## src/rtl/nibble_serial_adder_if.sv

```systemverilog
// nibble_serial_adder_if: operand/result valid-ready bundle for the nibble-serial adder
interface nibble_serial_adder_if #(
  parameter int NIBBLES = 4
);
  localparam int W = 4 * NIBBLES;
  logic         in_valid;
  logic         in_ready;
  logic [W-1:0] a;
  logic [W-1:0] b;
  logic         carry_in;
  logic         op_sub;
  logic         out_valid;
  logic         out_ready;
  logic [W-1:0] sum;
  logic         carry_out;
  logic         overflow;
  modport master (
    output in_valid, a, b, carry_in, op_sub, out_ready,
    input  in_ready, out_valid, sum, carry_out, overflow
  );
  modport slave (
    input  in_valid, a, b, carry_in, op_sub, out_ready,
    output in_ready, out_valid, sum, carry_out, overflow
  );
endinterface

```

## src/rtl/nibble_serial_adder.sv

```systemverilog
// nibble_serial_adder: W-bit add/subtract computed one nibble per clock through a single 4-bit adder
module four_bit_full_adder (
  input  logic [3:0] a,
  input  logic [3:0] b,
  input  logic       carry_in,
  output logic [3:0] sum,
  output logic       carry_out
);
  assign {carry_out, sum} = {1'b0, a} + {1'b0, b} + {4'b0, carry_in};
endmodule

module nibble_serial_adder #(
  parameter int NIBBLES = 4
) (
  input logic                 clk,
  input logic                 rst_n,
  nibble_serial_adder_if.slave bus
);
  localparam int W  = 4 * NIBBLES;
  localparam int IW = $clog2(NIBBLES);
  typedef enum logic [1:0] {IDLE, RUN, DONE} state_t;
  state_t        state, state_nx;
  logic [IW-1:0] idx;
  logic [W-1:0]  op_a, op_b, result;
  logic          carry, carry_out, overflow;
  logic [3:0]    fa_sum;
  logic          fa_co;
  logic          last;
  assign last = idx == IW'(NIBBLES - 1);
  four_bit_full_adder u_fa (
    .a         (op_a[{idx, 2'b00} +: 4]),
    .b         (op_b[{idx, 2'b00} +: 4]),
    .carry_in  (carry),
    .sum       (fa_sum),
    .carry_out (fa_co)
  );
  // state register
  always_ff @(posedge clk or negedge rst_n)
    if (!rst_n) state <= IDLE;
    else state <= state_nx;
  // next state: accept in IDLE, step through nibbles in RUN, hold result until consumed
  always_comb begin
    state_nx = state;
    state_nx = state == IDLE ? (bus.in_valid ? RUN : IDLE)
             : state == RUN  ? (last ? DONE : RUN)
             : (bus.out_ready ? IDLE : DONE);
  end
  // datapath: latch operands on accept, then ripple one nibble per edge with the carry held in a register
  always_ff @(posedge clk or negedge rst_n)
    if (!rst_n) begin
      idx       <= '0;
      op_a      <= '0;
      op_b      <= '0;
      result    <= '0;
      carry     <= 1'b0;
      carry_out <= 1'b0;
      overflow  <= 1'b0;
    end else if (state == IDLE && bus.in_valid) begin
      op_a  <= bus.a;
      op_b  <= bus.op_sub ? ~bus.b : bus.b;
      carry <= bus.op_sub | bus.carry_in;
      idx   <= '0;
    end else if (state == RUN) begin
      result[{idx, 2'b00} +: 4] <= fa_sum;
      carry <= fa_co;
      idx   <= idx + 1'b1;
      if (last) begin
        carry_out <= fa_co;
        overflow  <= (op_a[W-1] == op_b[W-1]) && (fa_sum[3] != op_a[W-1]);
      end
    end
  assign bus.in_ready  = state == IDLE;
  assign bus.out_valid = state == DONE;
  assign bus.sum       = result;
  assign bus.carry_out = carry_out;
  assign bus.overflow  = overflow;
endmodule

```

## src/flat_wrapper.sv

```systemverilog
// flat-port wrapper written by rule: the top's interface ports become plain ports
module nibble_serial_adder_flat 
#(
  parameter int NIBBLES = 4
)
  (clk, rst_n, bus_in_valid, bus_a, bus_b, bus_carry_in, bus_op_sub, bus_out_ready, bus_in_ready, bus_out_valid, bus_sum, bus_carry_out, bus_overflow);
  nibble_serial_adder_if #(.NIBBLES(NIBBLES)) bus_i ();
  input logic clk;
  input logic rst_n;
  input wire logic [$bits(bus_i.in_valid)-1:0] bus_in_valid;
  input wire logic [$bits(bus_i.a)-1:0] bus_a;
  input wire logic [$bits(bus_i.b)-1:0] bus_b;
  input wire logic [$bits(bus_i.carry_in)-1:0] bus_carry_in;
  input wire logic [$bits(bus_i.op_sub)-1:0] bus_op_sub;
  input wire logic [$bits(bus_i.out_ready)-1:0] bus_out_ready;
  output wire logic [$bits(bus_i.in_ready)-1:0] bus_in_ready;
  output wire logic [$bits(bus_i.out_valid)-1:0] bus_out_valid;
  output wire logic [$bits(bus_i.sum)-1:0] bus_sum;
  output wire logic [$bits(bus_i.carry_out)-1:0] bus_carry_out;
  output wire logic [$bits(bus_i.overflow)-1:0] bus_overflow;
  assign bus_i.in_valid = bus_in_valid;
  assign bus_i.a = bus_a;
  assign bus_i.b = bus_b;
  assign bus_i.carry_in = bus_carry_in;
  assign bus_i.op_sub = bus_op_sub;
  assign bus_i.out_ready = bus_out_ready;
  assign bus_in_ready = bus_i.in_ready;
  assign bus_out_valid = bus_i.out_valid;
  assign bus_sum = bus_i.sum;
  assign bus_carry_out = bus_i.carry_out;
  assign bus_overflow = bus_i.overflow;
  nibble_serial_adder #(.NIBBLES(NIBBLES)) u_core (.clk(clk), .rst_n(rst_n), .bus(bus_i));
endmodule
```

## config.mk

```make
export PLATFORM = sky130hd
export DESIGN_NAME = nibble_serial_adder_flat
export DESIGN_NICKNAME = d
export VERILOG_FILES = /design/src/rtl/nibble_serial_adder_if.sv /design/src/rtl/nibble_serial_adder.sv /design/src/flat_wrapper.sv
export SDC_FILE = /design/constraint.sdc
export NUM_CORES = 1
export LEC_CHECK = 0
export CORE_MARGIN = 2
export CORE_UTILIZATION = 46
export CTS_CLUSTER_DIAMETER = 60
export DETAILED_ROUTE_END_ITERATION = 6
export PLACE_DENSITY = 0.76
export RECOVER_POWER = 25
export REMOVE_ABC_BUFFERS = 1
export SETUP_SLACK_MARGIN = 0.3
export SYNTH_ARGS = -nofsm -noshare
export SYNTH_HDL_FRONTEND = slang
export SYNTH_HIERARCHICAL = 1
export SYNTH_SLANG_ARGS = --single-unit
```

## constraint.sdc

```tcl
create_clock -name clk -period 2.7 [get_ports clk]
set_clock_uncertainty 0.15 [all_clocks]
set_input_delay 0.405 -clock clk [delete_from_list [all_inputs] [get_ports clk]]
set_output_delay 0.405 -clock clk [all_outputs]
set_load 0.005 [all_outputs]
```

## After elaboration in Yosys (flattened, before gate mapping)

Index checks and enable logic that the tools add are counted.

| storage, ports and cells | value |
|---|---|
| bits in registers | 55 |
| input bits | 38 |
| output and inout bits | 20 |
| word-level logic and storage cells | 41 |

| cells by class | value |
|---|---|
| add/sub/neg operators | 4 |
| equality and inequality tests | 5 |
| shift operators | 4 |
| multiplexer cells | 11 |
| bitwise logic cells | 3 |
| reduce and logical (&&, ||, !) cells | 6 |

Operator list:

| kind | number |
|---|---|
| $shiftx 16x5->4 | 2 |
| $bwmux 16 | 1 |
| $mux 16 | 1 |
| $not 16->16 | 1 |
| $shift 4x6->16 const A | 1 |
| $shiftx 4x6->16 | 1 |
| $mux 2 | 6 |
| $neg 4->6 | 1 |
| $add 4x4->5 | 1 |
| $add 5x1->5 | 1 |
| $eq 2x2->1 const B | 2 |
| $mux 1 | 3 |
| $reduce_and 3->1 | 1 |
| $add 2x1->2 const B | 1 |
| $eq 2x1->1 const B | 1 |
| $logic_and 1x1->1 | 2 |
| $logic_not 2->1 | 1 |
| $reduce_and 2->1 | 1 |
| $reduce_bool 2->1 | 1 |
| $eq 1x1->1 | 1 |
| $ne 1x1->1 | 1 |
| $not 1->1 | 1 |
| $or 1x1->1 | 1 |

## Depth between registers and ports, before layout

Gate-level depths: netlist of the first run.

| depth | value |
|---|---|
| depth after elaboration | 5 |
| depth in mapped cells | 10 |
| depth with buffers taken out | 9 |

## Hierarchy

Netlist of the first run, hierarchy kept.

Modules (own cells, without submodules):

| module | instances | cells each | area an instance (um^2) | sequential area each (um^2) |
|---|---|---|---|---|
| nibble_serial_adder | 1 | 228 | 2,665.1 | 1,376.3 |
| four_bit_full_adder | 1 | 16 | 143.9 | 0.0 |

## Worst setup path after synthesis of the first run

No wires, ideal clock.

| timing path | value |
|---|---|
| path type | reg-to-reg |
| start point | register u_core.idx[0] |
| end point | register u_core.overflow, in the netlist u_core/bus.overflow |
| library setup time | 127 ps |
| arrival | 2,537 ps |
| data required time | 2,423 ps |
| slack | -115 ps |
| cell stages (with the launch flop) | 10 |
| path buffers | 1 |
| period minus slack after synthesis | 2,815 ps |
| cells stage by stage | dfrtp_1 buf_4 mux4_2 fa_1 a21o_1 a21oi_2 xnor2_1 and3b_1 a21oi_1 o21ai_0 |

| on the way | value |
|---|---|
| word-level cells in the longest chain between the ends | 5 |
| elaborated cells on any way between the ends | 8 |
| those cells by class | add/sub: 2; eq/ne: 2; shift: 2; reduce/logical: 2 |

Ends and longest elaborated chain:

| element | RTL line | source |
|---|---|---|
| start: declaration | nibble_serial_adder.sv:23 | `logic [IW-1:0] idx;` |
| start signal: assignment | nibble_serial_adder.sv:66 | `idx <= idx + 1'b1;` |
| $shiftx 16x5->4 (on tied branches) | nibble_serial_adder.sv:31, nibble_serial_adder.sv:32 |  |
| $add 4x4->5 (*) | nibble_serial_adder.sv:9 | `assign {carry_out, sum} = {1'b0, a} + {1'b0, b} + {4'b0, carry_in};` |
| $add 5x1->5 (*) | nibble_serial_adder.sv:9 |  |
| named net u_core.fa_sum[3] | nibble_serial_adder.sv:26 | `logic [3:0] fa_sum;` |
| $ne 1x1->1 (*) | nibble_serial_adder.sv:69 | `overflow <= (op_a[W-1] == op_b[W-1]) && (fa_sum[3] != op_a[W-1]);` |
| $logic_and 1x1->1 (*) | nibble_serial_adder.sv:69 |  |
| end signal: assignment | nibble_serial_adder.sv:69 |  |
| end: declaration | nibble_serial_adder.sv:25 | `logic carry, carry_out, overflow;` |

Mark *: on every way through the listed nets, which the timed path passes. The rest lies on a longest branch.
A chain may end at the register's enable or synchronous reset.

## Final worst setup path of the first run

Ends and elaborated chain as after synthesis.

==> reports/summary.log, run 1 <==
[timing] unrepaired setup endpoints after global routing yes
[worst_setup_path] CP Cell Sequence mux4_2 -> fa_2 -> a21o_1 -> a21oi_2 -> xnor2_2 -> and3b_1 -> a21oi_1 -> o21ai_1
[global_route] all-layer global routing usage 0.181
[clock_tree] CTS clk-pin slew, worst paths 100 ps
[floorplan] height of the die 82.1 µm
[final_layout] total non-filler cell area in the finished layout 3600 µm²
[floorplan] number of placement rows 28
[worst_setup_path] worst flop-to-flop path startpoint u_core/idx[0]
[power] worst vdd ir 0.757 mV
[final_layout] Reg area 1380 µm²
[worst_setup_path] Bufs and invs on worst path 0
[power] power density over the cells 1280 nW/µm²
[placement] count of input and output buffers 57
[clock_tree] Max Buffers Root-to-Sink 2
[worst_setup_path] category of cells accounting for the largest share of critical-path delay compound AO/OA/AOI/OAI gates
[worst_setup_path] kind of start point of the critical path flop
[clock_tree] clk_lat worst skew 300 ps
[timing] achievable clock frequency 0.389 GHz
[placement] gp weighted congestion 0.803
[routing] Antenna Nets Post-Route 0
[worst_setup_path] arrival time reported for the critical path endpoint 2620 ps
[hold_path] terminating pin of the worst hold path u_core/op_a[12]
[routing] via-per-instance ratio 5.06
[floorplan] Initial Util 0.474
[floorplan] number of placed I/O pins 58
[placement] pre-CTS worst setup slack 109 ps
[routing] WL final 5480 µm
[worst_setup_path] end of the worst register-to-register path u_core/bus.overflow
[timing] fraction of the cycle the final worst path needs 0.951
[final_layout] Layout Nets 357
[routing] via count 1949
[synthesis] Yosys Warn Count 6
[clock_tree] total number of H-tree levels 2
[synthesis] number of instances in the synthesized netlist 244
[floorplan] core area 5920 µm²
[clock_tree] CTS root buffer clkbuf_8
[timing] slew at the pin closest to its max-slew limit 1730 ps
[power] leakage power 1.62 nW
[worst_setup_path] required time worst endpoint 2750 ps
[worst_setup_path] delay of the slowest cell on the worst path 540 ps
[synthesis] Yosys reg bits 55
[worst_setup_path] path type of the worst setup path reg2reg
[status] run status finished with violations
[final_layout] total area of multi-input combinational cells 1310 µm²
[final_layout] proportion of layout cells with a drive suffix above 1 0.200
[worst_setup_path] critical-path maximum fanout 4
[timing] final total negative setup slack 0 ps
[run] Max Cap Viol 1
[routing] DRT Pass-1 Iters 4
[routing] met3 layer wire length in the routed design 245 µm
[clock_tree] TritonCTS buffer count 5
[worst_setup_path] kind of end point of the critical path flop
[placement] dpl cell area 3440 µm²
[hold_path] Hold Path Origin u_core/op_a[12]
[synthesis] Mapped Area 2810 µm²
[final_layout] number of antenna cells inserted 0
[global_route] number of global-route vias before repair 1969
[final_layout] Filler cells 499
[routing] number of DRC violations after detailed routing 0
[global_route] first-pass GRT wire length 9180 µm
[synthesis] Avg Inst Size Synth 11.5 µm²
[routing] wire length the detailed router placed on met1 2390 µm
[synthesis] Distinct cells, synth 32
[global_route] number of antenna violations at the first check in global routing 0
[timing] worst hold slack 340 ps
[timing] number of pins exceeding their max-slew limit in the final report 34
[routing] initial drt markers 73
[worst_setup_path] cell depth of the worst flop-to-flop path 8
[global_route] pin count of the biggest net entering global routing 34
[timing] final hold violations 0
[timing] final critical-path required period 2570 ps
[hold_path] Hold WC Path Type reg2reg
[clock_tree] clock tree from TritonCTS built
[final_layout] leading cell type in the layout, fill and taps excluded nand2_1
[worst_setup_path] setup slack, reg-to-reg 130 ps
[hold_path] number of instances on the worst hold path 2
[clock_tree] number of sinks handled by clock tree synthesis 55
[timing] normalized max-slew margin -0.156
[routing] sum of met2 wire segment lengths after detailed routing 2750 µm
[worst_setup_path] library cell contributing the largest single delay on the critical path mux4_2
[routing] top layer used by detailed routing met4
[placement] post-detail-place hpwl 4220 µm
[synthesis] post-synthesis sequential area ratio 0.490
[final_layout] most frequent cells in the layout nand2_1 (66), clkdlybuf4s50_1 (56), dfrtp_1 (54), o21ai_2 (17), xnor2_1 (17)
[status] violations in the final reports max-capacitance violations, max-slew violations
[floorplan] die area 6750 µm²
[global_route] total grt overflow 0
[timing] PnR worst setup slack 132 ps
[routing] Routed wire per std cell 14.2 µm
[floorplan] width of the die 82.1 µm
[final_layout] synth-to-layout area growth 28.1%
[timing] final-report setup violation count 0
[sequential cells by signal, summed over array words and instances (netlist names)]
name,cells
u_core/bus.carry_out,1
u_core/bus.overflow,1
u_core/bus.sum,16
u_core/carry,1
u_core/idx,2
u_core/op_a,16
u_core/op_b,16
u_core/state,2
[metrics by stage]
stage	cells	util	power (mW)
after floorplan	231	-	2.89
after global placement	375	0.581	3.74
after detailed placement	375	0.581	3.84
after CTS	384	0.604	4.46
after global routing	385	0.608	4.95
final	385	0.608	4.59
[report_power, final]
part | leakage [nW] | total (mW) | switching, mW | internal [mW]
logic | 0.857 | 2.60 | 1.30 | 1.30
clock network | 0.0581 | 0.534 | 0.258 | 0.276
registers | 0.704 | 1.46 | 0.276 | 1.18
total | 1.62 | 4.59 | 1.84 | 2.76
[worst reg2reg max path, stage by stage, from the launching register on]
cell and delay (ps):
dfrtp_2 440, mux4_2 540, fa_2 400, a21o_1 170
a21oi_2 230, xnor2_2 150, and3b_1 200, a21oi_1 110
o21ai_1 70
[metal layers]
metal | vias to the layer above | track usage
li1 | 962 | -
met1 | 922 | 0.226
met2 | 57 | 0.321
met3 | 8 | 0.0380
met4 | 0 | 0.0433
met5 | - | 0
[synth_stat cells, drive strengths merged]
| cell | instances | area share |
|---|---|---|
| a21o | 1 | 0.0027 |
| a21oi | 2 | 0.0049 |
| a22o | 16 | 0.050 |
| and3b | 1 | 0.0031 |
| buf | 9 | 0.027 |
| clkbuf | 4 | 0.016 |
| dfrtp | 55 | 0.49 |
| fa | 2 | 0.014 |
| ha | 8 | 0.036 |
| inv | 9 | 0.012 |
| mux4 | 8 | 0.064 |
| nand2 | 66 | 0.088 |
| nand2b | 2 | 0.0045 |
| nand3 | 3 | 0.0071 |
| nand3b | 4 | 0.015 |
| nor2 | 4 | 0.0053 |
| nor2b | 1 | 0.0022 |
| nor3b | 1 | 0.0045 |
| nor4 | 2 | 0.0089 |
| nor4b | 2 | 0.017 |
| o211ai | 1 | 0.0027 |
| o21ai | 24 | 0.065 |
| or3b | 1 | 0.0031 |
| xnor2 | 18 | 0.056 |
[logic make-up (layout without fill, tap and decap cells)]
| kind of cell | count (synthesis) | in the layout | synth area share |
|---|---|---|---|
| AO/OA/AOI/OAI | 44 | 44 | 0.126 |
| adder cells (fa/ha/maj) | 10 | 10 | 0.0499 |
| flip-flops | 55 | 55 | 0.490 |
| multiplexers | 8 | 8 | 0.0641 |
| buffers and inverters | 22 | 88 | 0.0552 |
| AND/OR/NAND/NOR | 87 | 87 | 0.159 |
| XOR/XNOR | 18 | 18 | 0.0561 |
[worst max path at each step]
| stage | from | endpoint | slack (ps) | depth (start not counted) |
|---|---|---|---|---|
| 2_1_floorplan | u_core/idx[0] | u_core/bus.overflow | -250 | 8 |
| 3_3_place_gp | u_core/idx[0] | u_core/bus.overflow | 180 | 9 |
| 3_5_place_dp | u_core/idx[0] | u_core/bus.overflow | 110 | 9 |
| 4_1_cts | u_core/idx[0] | u_core/bus.overflow | 210 | 9 |
| 5_1_grt | u_core/idx[0] | u_core/bus.overflow | 60 | 9 |
| 6_report | u_core/idx[0] | u_core/bus.overflow | 130 | 8 |
[timing repair]
item                                    CTS  global route
resized for setup                         4             8
endpoints found under the setup margin   12            13
hold buffers                              0             0
pin swaps                                 4             4
buffers inserted                          1             1
[layout make-up]
type | count | area share
clock buffers | 5 | 0.0191
clock inverters | 3 | 0.0122
inverters | 9 | 0.0101
multi-input cells | 167 | 0.363
flip-flops and latches | 55 | 0.383
well taps | 75 | 0.0261
repair buffers | 71 | 0.187
Power figures use the tool's default switching activity.
==> inputs of run 2 (changes only) <==
- CORE_ASPECT_RATIO: unset -> 0.9
==> run 2 against run 1 <==
The run now ends clean. Routed wire length rose by 4.9%. Sequential share of layout area rose by 0.093 points. Via count fell by 0.21%. Combinational power fell by 5%. Critical path depth did not move. Largest cell class unchanged. Largest power group unchanged. Highest routed layer is now met3.
==> reports/summary.log, run 2 (same netlist as run 1, synthesis figures left out) <==
[hold_path] Hold WC Path Type reg2reg
[floorplan] height of the die 78.1 µm
[clock_tree] CTS clk-pin slew, worst paths 100 ps
[clock_tree] number of sinks handled by clock tree synthesis 55
[status] run status finished clean
[clock_tree] total number of H-tree levels 2
[global_route] pin count of the biggest net entering global routing 37
[power] part of the power in registers 0.331
[hold_path] number of instances on the worst hold path 2
[timing] final-report setup violation count 0
[clock_tree] Max Buffers Root-to-Sink 2
[timing] unrepaired setup endpoints after global routing yes
[timing] final critical-path required period 2470 ps
[timing] slew at the pin closest to its max-slew limit 1480 ps
[global_route] number of global-route vias before repair 1931
[worst_setup_path] required time worst endpoint 2740 ps
[power] relative contribution of combinational cells to total power 0.551
[routing] via count 1945
[timing] number of pins exceeding their max-slew limit in the final report 0
[worst_setup_path] worst flop-to-flop path startpoint u_core/idx[0]
[final_layout] most frequent cells in the layout nand2_1 (66), clkdlybuf4s50_1 (56), dfrtp_1 (54), xnor2_1 (18), o21ai_2 (17)
[clock_tree] clk_lat worst skew 310 ps
[timing] fraction of the cycle the final worst path needs 0.913
[routing] initial drt markers 79
[worst_setup_path] critical-path maximum fanout 4
[global_route] total grt overflow 0
[worst_setup_path] kind of end point of the critical path flop
[global_route] number of antenna violations at the first check in global routing 0
[final_layout] synth-to-layout area growth 27.8%
[floorplan] width of the die 86.4 µm
[power] worst vdd ir 0.550 mV
[floorplan] Initial Util 0.485
[placement] gp weighted congestion 0.828
[hold_path] Hold Path Origin u_core/op_b[2]
[clock_tree] CTS root buffer clkbuf_8
[timing] worst hold slack 340 ps
[worst_setup_path] end of the worst register-to-register path u_core/bus.overflow
[worst_setup_path] path type of the worst setup path reg2reg
[power] power density over the cells 1240 nW/µm²
[timing] normalized max-slew margin 0.0112
[power] leakage power 1.61 nW
[final_layout] proportion of layout cells with a drive suffix above 1 0.195
[floorplan] core area 5790 µm²
[power] switching share of total power 0.402
[routing] via-per-instance ratio 5.16
[global_route] all-layer global routing usage 0.178
[worst_setup_path] cell depth of the worst flop-to-flop path 8
[final_layout] leading cell type in the layout, fill and taps excluded nand2_1
[global_route] first-pass GRT wire length 9380 µm
[floorplan] number of placed I/O pins 58
[placement] pre-CTS worst setup slack 106 ps
[routing] Antenna Nets Post-Route 0
[routing] DRT Pass-1 Iters 4
[power] design internal power 2.66 mW
[final_layout] number of antenna cells inserted 0
[timing] final hold violations 0
[timing] achievable clock frequency 0.406 GHz
[clock_tree] TritonCTS buffer count 5
[placement] cell total after placement 366
[timing] PnR worst setup slack 234 ps
[power] net switching power figure 1.79 mW
[final_layout] Layout Nets 355
[final_layout] non-filler cells in the finished layout 377
[routing] WL final 5750 µm
[floorplan] die area 6750 µm²
[routing] number of DRC violations after detailed routing 0
[power] power share of the clock group 0.118
[clock_tree] clock tree from TritonCTS built
[worst_setup_path] setup slack, reg-to-reg 230 ps
[hold_path] terminating pin of the worst hold path u_core/op_b[2]
[worst_setup_path] kind of start point of the critical path flop
[run] Max Cap Viol 0
[worst_setup_path] arrival time reported for the critical path endpoint 2510 ps
[routing] Routed wire per std cell 15.2 µm
[floorplan] number of placement rows 26
[placement] post-detail-place hpwl 4280 µm
[placement] count of input and output buffers 57
run 2: changes by cell type in the layout (fill, tap and decap cells not counted), sizes merged:
cell / before / now
dlygate4sd3: 0 / 1
buf: 13 / 11
clkinvlp: 0 / 1
clkbuf: 7 / 6
clkinv: 2 / 0
run 2: power groups by stage:
stage	Combinational, mW	Clock (mW)	Sequential (mW)
4_1_cts	2.35	0.540	1.46
3_5_place_dp	2.28	0	1.47
2_1_floorplan	1.47	0	1.42
6_report	2.46	0.525	1.47
3_3_place_gp	2.22	0	1.45
5_1_grt	2.69	0.581	1.51
run 2: per-stage QoR:
step | setup TNS (ps) | util | total power, mW | instance area, µm²
3_3_place_gp | 0 | 0.592 | 3.67 | 3430
2_1_floorplan | -254 | - | 2.89 | 2690
5_1_grt | 0 | 0.620 | 4.78 | 3590
6_report | 0 | 0.620 | 4.45 | 3590
4_1_cts | 0 | 0.618 | 4.35 | 3580
3_5_place_dp | 0 | 0.592 | 3.76 | 3430
run 2: repair_timing:
item,4_1_cts,5_1_grt
pin swaps,3,4
hold buffers,1,0
setup buffers,2,1
hold endpoints to repair,26,0
endpoints found under the setup margin,10,15
cloned,0,0
gates resized for setup,4,7
run 2: final cells by class:
cell class	instances	area, µm²
clock inverters	2	37.5
well taps	70	87.6
repair buffers	69	686
flip-flops and latches	55	1380
inverters	9	33.8
multi-input cells	167	1300
clock buffers	5	68.8
fillers	472	2200
run 2: worst max-delay path, stage by stage, from the launching register on:
cell and delay (ps):
dfrtp_2 440, mux4_2 540, fa_2 410, a21o_1 180
a21oi_2 130, xnor2_1 140, and3b_1 200, a21oi_2 100
o21ai_1 60
run 2: worst max-delay path by stage:
stage / from / cells past startpoint / endpoint
after global placement: u_core/idx[0] / 9 / u_core/bus.overflow
after floorplan: u_core/idx[0] / 8 / u_core/bus.overflow
after detailed placement: u_core/idx[0] / 9 / u_core/bus.overflow
after global routing: u_core/idx[0] / 8 / u_core/bus.overflow
after CTS: u_core/idx[0] / 8 / u_core/bus.overflow
final: u_core/idx[0] / 8 / u_core/bus.overflow
run 2: metal layers:
layer / vias up / track usage / routed length, µm
li1: 957 / - / -
met1: 931 / 0.237 / 2600
met2: 57 / 0.305 / 2890
met3: 0 / 0.0421 / 252
met4: 0 / 0.0234 / 0
met5: - / 0 / 0
==> patch 1, RTL diff (config.mk and constraints of run 2) <==
Reset style: synchronous (`rst_n`), changed in 2 clocked blocks.
--- a/src/rtl/nibble_serial_adder.sv
+++ b/src/rtl/nibble_serial_adder.sv
@@ -36,5 +36,5 @@
   );
   // state register
-  always_ff @(posedge clk or negedge rst_n)
+  always_ff @(posedge clk)
     if (!rst_n) state <= IDLE;
     else state <= state_nx;
@@ -47,5 +47,5 @@
   end
   // datapath: latch operands on accept, then ripple one nibble per edge with the carry held in a register
-  always_ff @(posedge clk or negedge rst_n)
+  always_ff @(posedge clk)
     if (!rst_n) begin
       idx       <= '0;
Behaviour: differs if rst_n is asserted again (counterexample within 4 cycles, from zero or initial values and one cycle with rst_n low); with rst_n held inactive, the same outputs for 10 cycles.
==> patch 1 against run 2 <==
Area after synthesis decreased by 12%; routed wire length shrank 6.6%; sequential cell count stayed put; worst setup slack gained 0.068 ns; design area down 7.9%; via count fell by 4.4%; utilization is 1.3 points higher; critical endpoint is now u_core/bus.sum[9].
Power is not compared: it rests on default switching activity, and its combinational part moved more than twofold at a synthesized area within 25%.
==> patch 1: results <==
[clock_tree]
post_cts_buffers = 1

[final_layout]
multi_input_area_share = 0.4006
drive_gt1_frac = 0.1707
num-clock-buffers = 6
nonClkBufAreaFrac = 0.1935
num-multi-input-gates = 149
sh_seq_area = 0.3347

[placement]
dpl.cell_count = 345
dpl-instance-area_um2 = 3104
place.gp.congestion = 0.8257
place_hpwl_mm = 3.978

[critical_path]
regToRegEndpoint = u_core/bus.sum[9]
path_max_fanout = 5
r2r.worst_path.cells = 7
critPathArrivalTime_ns = 2.49
startpoint = u_core/idx[0]

[detailed_routing]
drtIter0Drc = 83
top_layer = met4
num_vias = 1860
drt-vias-per-instance = 5.254
wirelength_mm = 5.371

[synthesis]
synth_mux_area_frac = 0.07677
ys.flop_type = dfxtp_1
ys_seq_area_frac = 0.4444
yosys-top-cells-count = 55 x dfxtp_1, 32 x a22o_1, 22 x nand2_1
synth_cell_types = 38

[global_routing]
use_met1 = 0.2480
grt_max_degree = 35
grt_usage = 0.1950
grt_use_met2 = 0.3342
grt_pass1_wl_mm = 8.825

[min_path]
min_to = u_core/bus.carry_out
hold_start = u_core/bus.carry_out

[outcome]
status = completed

[timing]
slew_headroom = 0.5679
==> patch 1: cell families (layout without fill, tap and decap cells) <==
| group | Yosys count | count (layout) |
|---|---|---|
| buf+inv | 24 | 83 |
| xor+xnor | 19 | 19 |
| mux | 9 | 9 |
| flops | 55 | 55 |
| fa+ha+maj | 11 | 11 |
| simple gates | 49 | 49 |
| compound gates | 61 | 61 |
==> patch 1: worst max-delay path by stage <==
stage / to / slack [ns] / cells past startpoint
after floorplan: u_core/carry / 0.01 / 10
after CTS: u_core/bus.sum[13] / 0.30 / 7
after detailed placement: u_core/bus.sum[13] / 0.05 / 7
after global routing: u_core/bus.overflow / 0.22 / 7
final: u_core/bus.sum[9] / 0.30 / 7
after global placement: u_core/bus.sum[13] / 0.15 / 7
==> patch 1: worst max-delay path, delay by kind of cell (launching register included) <==
family,cells,cell delay [ns]
AOI/OAI and AO/OA,1,0.17
adders and majority gates,2,0.85
buffers and inverters,2,0.16
DFF,1,0.40
muxes,1,0.53
and+or+nand+nor,1,0.07
==> patch 2, RTL diff (settings of run 2) <==
Without the edit above. `NIBBLES` is set to 4 in 3 places; all go to 2.
--- a/src/rtl/nibble_serial_adder_if.sv
+++ b/src/rtl/nibble_serial_adder_if.sv
@@ -1,5 +1,5 @@
 // nibble_serial_adder_if: operand/result valid-ready bundle for the nibble-serial adder
 interface nibble_serial_adder_if #(
-  parameter int NIBBLES = 4
+  parameter int NIBBLES = 2
 );
   localparam int W = 4 * NIBBLES;
--- a/src/rtl/nibble_serial_adder.sv
+++ b/src/rtl/nibble_serial_adder.sv
@@ -11,5 +11,5 @@
 
 module nibble_serial_adder #(
-  parameter int NIBBLES = 4
+  parameter int NIBBLES = 2
 ) (
   input logic                 clk,
--- a/src/flat_wrapper.sv
+++ b/src/flat_wrapper.sv
@@ -2,5 +2,5 @@
 module nibble_serial_adder_flat 
 #(
-  parameter int NIBBLES = 4
+  parameter int NIBBLES = 2
 )
   (clk, rst_n, bus_in_valid, bus_a, bus_b, bus_carry_in, bus_op_sub, bus_out_ready, bus_in_ready, bus_out_valid, bus_sum, bus_carry_out, bus_overflow);
Interface: changed (resized bus_a, bus_b and bus_sum); port bits go from 58 to 34. No check against the original RTL was run, so the function may have changed too.
==> patch 2 against run 2 <==
The run now ends with capacitance limit, slew limit left; routed wire length down 49%; sequential cell count down 25; total power is 39% lower; synthesized cell count fell by 50%; design area fell by 44%; die area down 44%; first-iteration DRC count decreased by 81%; area after synthesis down 46%; maximum frequency grew 5.4%; critical path depth rose by 2; worst setup slack better by 0.13 ns; critical path type unchanged; critical endpoint is now u_core/carry.
==> patch 2: results <==
[power]
p_leak_uw = 0.0008511
power_switching_uw = 989.9
vdd_drop_max_v = 0.0008481
powerComb_uw = 1640

[job]
drv_cap = 1

[final_layout]
drive_gt1_frac = 0.3030
fillers = 258

[detailed_routing]
wl_met1_mm = 1.300
wl_met3_um = 186
top_layer = met4
num_vias = 1023
route.met2.wl_mm = 1.419
drt-vias-per-instance = 4.942

[global_routing]
first_global_vias = 1082
grt_use_met2 = 0.2991
grt_usage = 0.1844
use_met3 = 0.04971
use_met1 = 0.2312

[critical_path]
r2r.worst_path.cells = 10
reg2reg_slack_ns = 0.36
startpoint = u_core/idx
worstSetupEndpoint = u_core/carry
critPathArrivalTime_ns = 2.41

[min_path]
min_to = u_core/bus.carry_out
hold_start = u_core/bus.carry_out

[synthesis]
syn_avg_cell_area_um2 = 12.50
ys_seq_area_frac = 0.4963

[placement]
portBuffers = 33
place_hpwl_mm = 2.122
dpl.cell_count = 196
dpl-instance-area_um2 = 1887
place.gp.congestion = 0.7394

[timing]
slew_violations = 31
slew_headroom = -0.08568
fin_hold_ws_ns = 0.3507

[outcome]
status = finished with violations
violations = capacitance limit, slew limit

[die]
dieArea_um2 = 3764

[clock_tree]
clock_latency_ns = 0.33
-- patch 2: worst max-delay path: stages, from the launching register on --
cell and delay, ns:
dfrtp_2 0.45, mux2_4 0.32, fa_2 0.40, inv_2 0.07, fa_2 0.19, nor2b_1 0.05
o21ai_1 0.14, nand2b_1 0.08, inv_1 0.07, a21oi_1 0.05, o2bb2a_2 0.25
-- patch 2: area by class of cell --
cell class / instances / area, µm² / area share
multi-input cells: 79 / 726.9 / 0.3634
well taps: 42 / 52.55 / 0.02627
repair buffers: 42 / 397.9 / 0.1989
flip-flops and latches: 30 / 752.0 / 0.3759
clock buffers: 7 / 45.04 / 0.02251
inverters: 7 / 26.28 / 0.01313
-- patch 2: cells by family after synthesis --
family	after synthesis	synth area share
xor gates and xnor gates	10	0.05790
adders and majority gates	5	0.05129
DFF	30	0.4963
muxes	24	0.1861
and+or+nand+nor	21	0.08852
AOI/OAI and AO/OA	19	0.07196
buffers and inverters	12	0.04797
